$ cat config.mk
export PLATFORM = sky130hd
export DESIGN_NAME = multi_ch_decoder
export DESIGN_NICKNAME = d
export VERILOG_FILES = /design/src/rtl/multi_ch_decoder_pkg.sv /design/src/rtl/multi_ch_decoder_timeout.sv /design/src/rtl/multi_ch_decoder.sv
export SDC_FILE = /design/constraint.sdc
export NUM_CORES = 1
export LEC_CHECK = 0
export CAP_MARGIN = 20
export CORE_MARGIN = 3
export CORE_UTILIZATION = 55
export DETAILED_ROUTE_END_ITERATION = 6
export PLACE_DENSITY_LB_ADDON = 0.1
export SLEW_MARGIN = 0
export SYNTH_ARGS = -nofsm -noshare
export SYNTH_HDL_FRONTEND = slang
export SYNTH_SLANG_ARGS = --single-unit
$ cat constraint.sdc
create_clock -name clk -period 5.65 [get_ports clk]
set_input_delay 0.8475 -clock clk [delete_from_list [all_inputs] [get_ports clk]]
set_output_delay 0.8475 -clock clk [all_outputs]
set_load 0.01 [all_outputs]
$ cat src/rtl/multi_ch_decoder_pkg.sv
// Shared constants, opcode helpers and FSM states for the
// multi-channel command decoder.
package multi_ch_decoder_pkg;

  localparam logic [7:0] SYNC_BYTE = 8'hA5;

  localparam logic [3:0] OP_OUT   = 4'h1;
  localparam logic [3:0] OP_FREQ  = 4'h2;
  localparam logic [3:0] OP_MODE  = 4'h3;
  localparam logic [3:0] OP_START = 4'h4;
  localparam logic [3:0] OP_STOP  = 4'h5;

  typedef enum logic [2:0] {
    S_IDLE,
    S_CMD,
    S_PAYLOAD,
    S_CHECK,
    S_COMMIT,
    S_ERR
  } state_t;

  function automatic logic op_ok(input logic [3:0] op);
    return (op >= OP_OUT) && (op <= OP_STOP);
  endfunction

  // Payload bytes carried by each opcode; nb is bytes per pattern.
  function automatic logic [3:0] op_len(
    input logic [3:0] op,
    input int         nb
  );
    logic [3:0] n;
    n = 4'd0;
    case (op)
      OP_OUT:  n = 4'(nb);
      OP_FREQ: n = 4'(nb);
      OP_MODE: n = 4'd1;
      default: n = 4'd0;
    endcase
    return n;
  endfunction

endpackage

$ cat src/rtl/multi_ch_decoder_timeout.sv
// Inter-byte timeout counter: clears on clr, counts while en,
// and holds once it reaches LIMIT-1.
module byte_timeout #(
  parameter int LIMIT = 20840,
  parameter int W     = 15
) (
  input  logic clk,
  input  logic rst_n,
  input  logic clr,
  input  logic en,
  output logic expired
);

  logic [W-1:0] count;

  assign expired = (count == W'(LIMIT - 1));

  always_ff @(posedge clk) begin
    if (!rst_n) begin
      count <= '0;
    end else if (clr) begin
      count <= '0;
    end else if (en && !expired) begin
      count <= count + 1'b1;
    end
  end

endmodule

$ cat src/rtl/multi_ch_decoder.sv
// Framed UART command decoder driving CH_NUM channel controls.
// Optional trailing checksum byte enabled by CHECKSUM_EN.
module multi_ch_decoder
  import multi_ch_decoder_pkg::*;
#(
  parameter int DATA_BIT    = 16,
  parameter int CH_NUM      = 4,
  parameter int TIMEOUT_CLK = 20840,
  parameter int TO_BIT      = 15
) (
  input  logic                       clk,
  input  logic                       rst_n,
  input  logic [7:0]                 i_data,
  input  logic                       i_rx_done_tick,
  output logic [CH_NUM*DATA_BIT-1:0] o_output_pattern,
  output logic [CH_NUM*DATA_BIT-1:0] o_freq_pattern,
  output logic [CH_NUM-1:0]          o_mode,
  output logic [CH_NUM-1:0]          o_start,
  output logic [CH_NUM-1:0]          o_stop,
  output logic                       o_done_tick,
  output logic                       o_err_tick
);

  localparam int NB = DATA_BIT / 8;

`ifdef CHECKSUM_EN
  localparam state_t AFTER = S_CHECK;
`else
  localparam state_t AFTER = S_COMMIT;
`endif

  state_t              state;
  logic [7:0]          cmd;
  logic [7:0]          chk;
  logic [3:0]          len;
  logic [3:0]          cnt;
  logic [DATA_BIT-1:0] stage;
  logic [DATA_BIT+7:0] shifted;
  logic                to_clr;
  logic                to_en;
  logic                to_exp;
  logic                bad_ch;
  logic [3:0]          new_len;

  // LSB-first: each new byte enters at the top and drifts down.
  assign shifted = {i_data, stage};
  assign bad_ch  = {1'b0, i_data[7:4]} >= 5'(CH_NUM);
  assign new_len = op_len(i_data[3:0], NB);
  assign to_clr  = i_rx_done_tick || (state == S_IDLE);
  assign to_en   = (state == S_CMD) || (state == S_PAYLOAD)
                || (state == S_CHECK);

  byte_timeout #(
    .LIMIT (TIMEOUT_CLK),
    .W     (TO_BIT)
  ) u_to (
    .clk     (clk),
    .rst_n   (rst_n),
    .clr     (to_clr),
    .en      (to_en),
    .expired (to_exp)
  );

  always_ff @(posedge clk) begin
    if (!rst_n) begin
      state            <= S_IDLE;
      cmd              <= '0;
      chk              <= '0;
      len              <= '0;
      cnt              <= '0;
      stage            <= '0;
      o_output_pattern <= '0;
      o_freq_pattern   <= '0;
      o_mode           <= '0;
      o_start          <= '0;
      o_stop           <= '0;
      o_done_tick      <= 1'b0;
      o_err_tick       <= 1'b0;
    end else begin
      o_start     <= '0;
      o_stop      <= '0;
      o_done_tick <= 1'b0;
      o_err_tick  <= 1'b0;
      unique case (state)
        S_IDLE: begin
          if (i_rx_done_tick && i_data == SYNC_BYTE) begin
            state <= S_CMD;
            cnt   <= '0;
            chk   <= '0;
            stage <= '0;
          end
        end
        S_CMD: begin
          if (i_rx_done_tick) begin
            cmd <= i_data;
            chk <= i_data;
            len <= new_len;
            if (bad_ch || !op_ok(i_data[3:0])) begin
              state <= S_ERR;
            end else if (new_len != 4'd0) begin
              state <= S_PAYLOAD;
            end else begin
              state <= AFTER;
            end
          end else if (to_exp) begin
            state <= S_ERR;
          end
        end
        S_PAYLOAD: begin
          if (i_rx_done_tick) begin
            stage <= shifted[DATA_BIT+7:8];
            chk   <= chk ^ i_data;
            cnt   <= cnt + 4'd1;
            if (cnt == len - 4'd1) begin
              state <= AFTER;
            end
          end else if (to_exp) begin
            state <= S_ERR;
          end
        end
        S_CHECK: begin
`ifdef CHECKSUM_EN
          if (i_rx_done_tick) begin
            state <= (i_data == chk) ? S_COMMIT : S_ERR;
          end else if (to_exp) begin
            state <= S_ERR;
          end
`else
          state <= S_IDLE;
`endif
        end
        S_COMMIT: begin
          o_done_tick <= 1'b1;
          state       <= S_IDLE;
          for (int c = 0; c < CH_NUM; c++) begin
            if (cmd[7:4] == 4'(c)) begin
              unique case (1'b1)
                cmd[3:0] == OP_OUT:
                  o_output_pattern[c*DATA_BIT +: DATA_BIT] <= stage;
                cmd[3:0] == OP_FREQ:
                  o_freq_pattern[c*DATA_BIT +: DATA_BIT] <= stage;
                cmd[3:0] == OP_MODE:
                  o_mode[c] <= stage[DATA_BIT-8];
                cmd[3:0] == OP_START:
                  o_start[c] <= 1'b1;
                cmd[3:0] == OP_STOP:
                  o_stop[c] <= 1'b1;
                default: ;
              endcase
            end
          end
        end
        S_ERR: begin
          o_err_tick <= 1'b1;
          state      <= S_IDLE;
        end
        default: state <= S_IDLE;
      endcase
    end
  end

endmodule

Word-level counts from Yosys, hierarchy flattened
Index checks and enable logic that the tools add are counted.
W data, S select, Z words.
{"block": "op_classes", "add_sub_neg": 3, "n_lt_le_gt_ge": 3, "eq_ne": 22, "mux": 19, "bitwise": 1, "n_reduce_logical": 34}
{"cell": "$reduce_and A3 Y1", "count": 17}
{"cell": "$mux W16", "count": 2}
{"cell": "$pmux W16 S2", "count": 1}
{"cell": "$eq A4 B2 Y1 const B", "count": 6}
{"cell": "$mux W3", "count": 7}
{"cell": "$add A15 B1 Y15 const B", "count": 1}
{"cell": "$eq A15 B15 Y1 const B", "count": 1}
{"cell": "$eq A4 B1 Y1 const B", "count": 3}
{"cell": "$pmux W3 S3", "count": 1}
{"cell": "$eq A4 B3 Y1 const B", "count": 2}
{"cell": "$eq A8 B8 Y1 const B", "count": 1}
{"cell": "$mux W4", "count": 2}
{"cell": "$pmux W4 S2", "count": 1}
{"cell": "$eq A3 B2 Y1 const B", "count": 2}
{"cell": "$eq A3 B3 Y1 const B", "count": 2}
{"cell": "$add A4 B1 Y4 const B", "count": 1}
{"cell": "$eq A4 B4 Y1", "count": 1}
{"cell": "$ge A4 B1 Y1 const B", "count": 1}
{"cell": "$ge A4 B3 Y1 const B", "count": 1}
{"cell": "$le A4 B3 Y1 const B", "count": 1}
{"cell": "$logic_not A4 Y1", "count": 1}
{"cell": "$logic_or A1 B1 Y1", "count": 4}
{"cell": "$mux W1", "count": 4}
{"cell": "$pmux W2 S2", "count": 1}
{"cell": "13 further kinds", "count": 18}
{"block": "totals", "regBits": 192, "input_bits": 11, "output_inout_bits": 142, "elab_cells": 110}

Logic depth before layout (Yosys ltp)
{"block": "depth", "depth_word": 8, "depth_mapped": 7, "mapped_depth_nobuf": 6}

Hierarchy
Synthesis repeated with hierarchy kept, for this count alone.
{"block": "unflattened", "hier_cells": 724, "area_unflattened_um2": 7434.6}
{"module": "multi_ch_decoder", "instances": 1, "cells_each": 641, "area_each_um2": 6680.2, "seq_area_each_um2": 3503.4}
{"module": "byte_timeout", "instances": 1, "cells_each": 83, "area_each_um2": 754.5, "seq_area_each_um2": 300.3}

Least setup slack after synthesis
No wires, ideal clock.
{"block": "synth_timing", "path_type": "input -> register", "from": "input port i_data[3]", "to": "register cnt[0]", "setup_time_ns": 0.128, "t_arrival_ns": 2.081, "required_ns": 5.522, "slack_ns": 3.442, "path_stages": 4, "n_path_buf": 1, "cell_sequence": "or3b_2 o41ai_1 clkbuf_1 nor2_1"}
{"block": "synth_via", "elab_chain_len": 4}
{"item": "start: declaration", "line_no": "multi_ch_decoder.sv:13", "source": "input logic [7:0] i_data,"}
{"item": "$eq A8 B8 Y1", "line_no": "multi_ch_decoder.sv:86", "source": "if (i_rx_done_tick && i_data == SYNC_BYTE) begin"}
{"item": "$logic_and A1 B1 Y1", "line_no": "multi_ch_decoder.sv:86"}
{"item": "$ne A2 B1 Y1 (no line)"}
{"item": "$reduce_and A3 Y1 (no line)"}
{"item": "end signal: assignment", "line_no": "multi_ch_decoder.sv:113", "source": "cnt <= cnt + 4'd1;"}
{"item": "end: declaration", "line_no": "multi_ch_decoder.sv:36", "source": "logic [3:0] cnt;"}
Every way passes these cells.
A chain may end at the register's enable or synchronous reset.

Final worst setup path
{"block": "layout_timing", "from": "register state[2]", "to": "register o_freq_pattern[56]"}
{"block": "layout_via", "elab_chain_len": 2}
{"item": "start: declaration", "line_no": "multi_ch_decoder.sv:32", "source": "state_t state;"}
{"item": "start signal: assignment", "line_no": "multi_ch_decoder.sv:66", "source": "state <= S_IDLE;"}
{"item": "start signal: assignment", "line_no": "multi_ch_decoder.sv:87", "source": "state <= S_CMD;"}
{"item": "start signal: assignment", "line_no": "multi_ch_decoder.sv:99", "source": "state <= S_ERR;"}
{"item": "$eq A3 B3 Y1", "line_no": "multi_ch_decoder.sv:84", "source": "unique case (state)"}
{"item": "$reduce_and A3 Y1 (no line)"}
{"item": "end signal: indexed assignment", "line_no": "multi_ch_decoder.sv:141", "source": "o_freq_pattern[c*DATA_BIT +: DATA_BIT] <= stage;"}
{"item": "end: declaration", "line_no": "multi_ch_decoder.sv:16", "source": "output logic [CH_NUM*DATA_BIT-1:0] o_freq_pattern,"}
Every way passes these cells.

==> impl_metrics.env <==
export IMPL_die_width_um=122
export IMPL_fmax_mhz=359
export IMPL_area_growth_pct=28.9
export IMPL_die_h_um=122
export IMPL_nets=902
export IMPL_synth_nets=769
export IMPL_outcome="complete, no violations"
export IMPL_cts_resized=0
export IMPL_drive_gt1_share_pct=5.90
export IMPL_yosys_top_cells_count="nand2_1, dfxtp_1, mux2i_1"
export IMPL_timing_final_hold_violations=0
export IMPL_placementRows=41
export IMPL_maxSlewHeadroom_pct=24.0
export IMPL_viasPerCell=5.45
export IMPL_slowest_stage="and2b_1"
export IMPL_internal_power_mw=2.02
export IMPL_worst_pin_slew_ns=1.14
export IMPL_grt_usage_pct=25.4
export IMPL_post_cts_setup_buffers=0
export IMPL_switching_share_pct=20.6
export IMPL_grt_overflow_total=0
export IMPL_dp_hpwl_mm=12.9
export IMPL_startpoint_type="flip-flop"
export IMPL_min_period_ns=2.78
export IMPL_numPortBuffers=152
export IMPL_hold_path_class="flip-flop to flip-flop"
export IMPL_cts_tree="done"
export IMPL_synth_edff_count=0
export IMPL_async_flop_share_pct=0
export IMPL_seqPwrFrac_pct=52.7
export IMPL_path_clk_slew_ns=0.07
export IMPL_crit_path_cell_trace="or4b_4, nand4bb_4, and2b_1, mux2i_1"
export IMPL_drt_pass1_iter_count=5
export IMPL_avgSynthCellArea_um2=9.76
export IMPL_netlist_area_um2=7370
export IMPL_combPwrFrac_pct=1.5
export IMPL_antenna_cells=0
export IMPL_drc=0
export IMPL_yosysWarnings=0
export IMPL_worst_setup_path_end_kind="flip-flop"
export IMPL_drv_cap=0
export IMPL_clock_latency_ns=0.43
export IMPL_drtAntennaViolNets=0
export IMPL_yosys_area_top_type="dfxtp_1"
export IMPL_synth_top_area_share_pct=51.6
export IMPL_syn_instance_count=755
export IMPL_finClkSkew_ns=0.00762
export IMPL_clk_path_buf_depth=2
export IMPL_yosysMostFrequentCell="nand2_1"
export IMPL_totalWireLength_mm=18.7
export IMPL_critPathKind="flip-flop to flip-flop"
export IMPL_cpPeakStageDelay_ns=0.91
export IMPL_cp_top_family="simple AND/OR/NAND/NOR gates"
export IMPL_grt_pass1_vias=5610
export IMPL_drtIter0Drc=417
export IMPL_htree_levels=4
export IMPL_clkSinkCount=190
export IMPL_grt_pass1_wl_mm=29.5
export IMPL_dr_total_vias=5838
export IMPL_max_vdd_ir_drop_mv=0.182
export IMPL_p_leak_nw=3.80
export IMPL_power_switching_mw=0.522
export IMPL_synthDistinctLibCells=55
export IMPL_ys_ff_latch=190
export IMPL_whs_ns=0.457
export IMPL_setup_tns_ns=0
export IMPL_arrival_ns=3.11
export IMPL_clkPwrFrac_pct=45.8
export IMPL_period_share_pct=49.2
export IMPL_pin_count=153
export IMPL_fp_coreArea_um2=12900
export IMPL_min_delay_path_depth=2
export IMPL_path_max_fanout=16
export IMPL_hold_buffers=0
export IMPL_worstPathRequired_ns=5.98
export IMPL_worstRegToRegCells=4
export IMPL_drv_slew=0
export IMPL_design_power_total_mw=2.54
export IMPL_rsz0062_at_grt="false"
export IMPL_crit_cells=4
export IMPL_synth_area_top_cells="dfxtp_1, mux2i_1, nand2_1, a21oi_1, clkbuf_1"
export IMPL_placed_cell_area_um2=8930
export IMPL_cts_buffers=17
export IMPL_antenna_found_initial=0
export IMPL_final_design_area_no_fill_um2=9500
export IMPL_gp_congestion=0.874
export IMPL_grt_max_degree=109
export IMPL_p_per_area_nw_per_um2=267
export IMPL_routedWlPerCell_um=17.5
export IMPL_dieArea_um2=14800
export IMPL_setup_viol=0
export IMPL_synth_main_ff_cell="dfxtp_1"
export IMPL_initial_core_util_pct=57.3
export IMPL_seq_area_frac_synth_pct=51.6
export IMPL_clock_root_buffer="clkbuf_16"
export IMPL_critPathBufInv=0
-- final cells by class --
type | instances | area [um^2]
sequential | 190 | 3800
fill | 936 | 3380
multi-input combinational | 519 | 3350
timing repair buffer | 155 | 1540
clock buffer | 20 | 457
tap | 172 | 215
clock inverter | 10 | 116
inverter | 5 | 18.8
-- flip-flops by register name, indices dropped and copies added, names as in the netlist --
name              count
cmd                   8
o_stop                4
o_start               4
state                 3
o_err_tick            1
stage                16
o_done_tick           1
o_freq_pattern       64
o_mode                4
len                   2
u_to.count           15
cnt                   4
o_output_pattern     64
-- cells by family after synthesis --
logic type	after synthesis	synth area share, %
AOI/OAI and AO/OA	62	5.28
xor gates and xnor gates	9	1.07
adders and majority gates	3	0.509
buffers and inverters	46	3.17
DFF	190	51.6
muxes	133	18.1
and+or+nand+nor	312	20.3
-- layout by cell type (no fill, tap or decap), drive strengths merged, types with 3 or more instances in the layout --
cell / n
mux2i: 133
xor2: 7
nand3: 8
or3: 8
nor4bb: 3
nand2b: 6
or4: 5
a21oi: 28
nand2: 223
inv: 5
and3: 3
nor4b: 5
nor2: 18
nand4: 6
clkdlybuf4s50: 151
nor3: 7
o31ai: 6
dfxtp: 190
ha: 3
and2: 3
clkinvlp: 5
clkinv: 3
buf: 4
clkbuf: 20
a21boi: 10
o21ai: 5
and4: 3
-- metal layers --
layer  global-route usage [%]  vias up  share of wire [%]
li1                         -     2832                  -
met1                     32.3     2799                 44
met5                        0        -                  0
met4                     8.47        0                1.5
met3                     6.82       21                5.9
met2                     42.2      186                 49
-- worst reg2reg max path, cell delays in order (launching register included) --
cell	delay (ns)
dfxtp_1	0.55
or4b_4	0.60
nand4bb_4	0.31
and2b_1	0.91
mux2i_1	0.31
-- final timing paths --
check / startpoint / endpoint / slack, ns
worst min register to register: stage[0] / stage[0] / 0.46
worst min-delay path: stage[0] / stage[0] / 0.46
worst max-delay path: state[2] / o_freq_pattern[56] / 2.87
worst max register to register: state[2] / o_freq_pattern[56] / 2.87
-- stage by stage --
| step | instances | utilization, % | worst slack (ns) |
|---|---|---|---|
| floorplan | 755 | - | 3.44 |
| global placement | 1041 | 69.3 | 2.89 |
| detailed placement | 1041 | 69.3 | 2.77 |
| CTS | 1071 | 73.8 | 2.89 |
| global route | 1071 | 73.8 | 2.76 |
| finish | 1071 | 73.8 | 2.87 |
-- power groups by stage --
stage | Clock (mW) | Combinational (mW) | Sequential (mW)
2_1_floorplan | 0 | 0.0231 | 1.37
3_3_place_gp | 0 | 0.0362 | 1.37
3_5_place_dp | 0 | 0.0373 | 1.37
4_1_cts | 1.17 | 0.0375 | 1.34
5_1_grt | 1.23 | 0.0410 | 1.34
6_report | 1.16 | 0.0380 | 1.34
(Power assumes the default switching activity.)
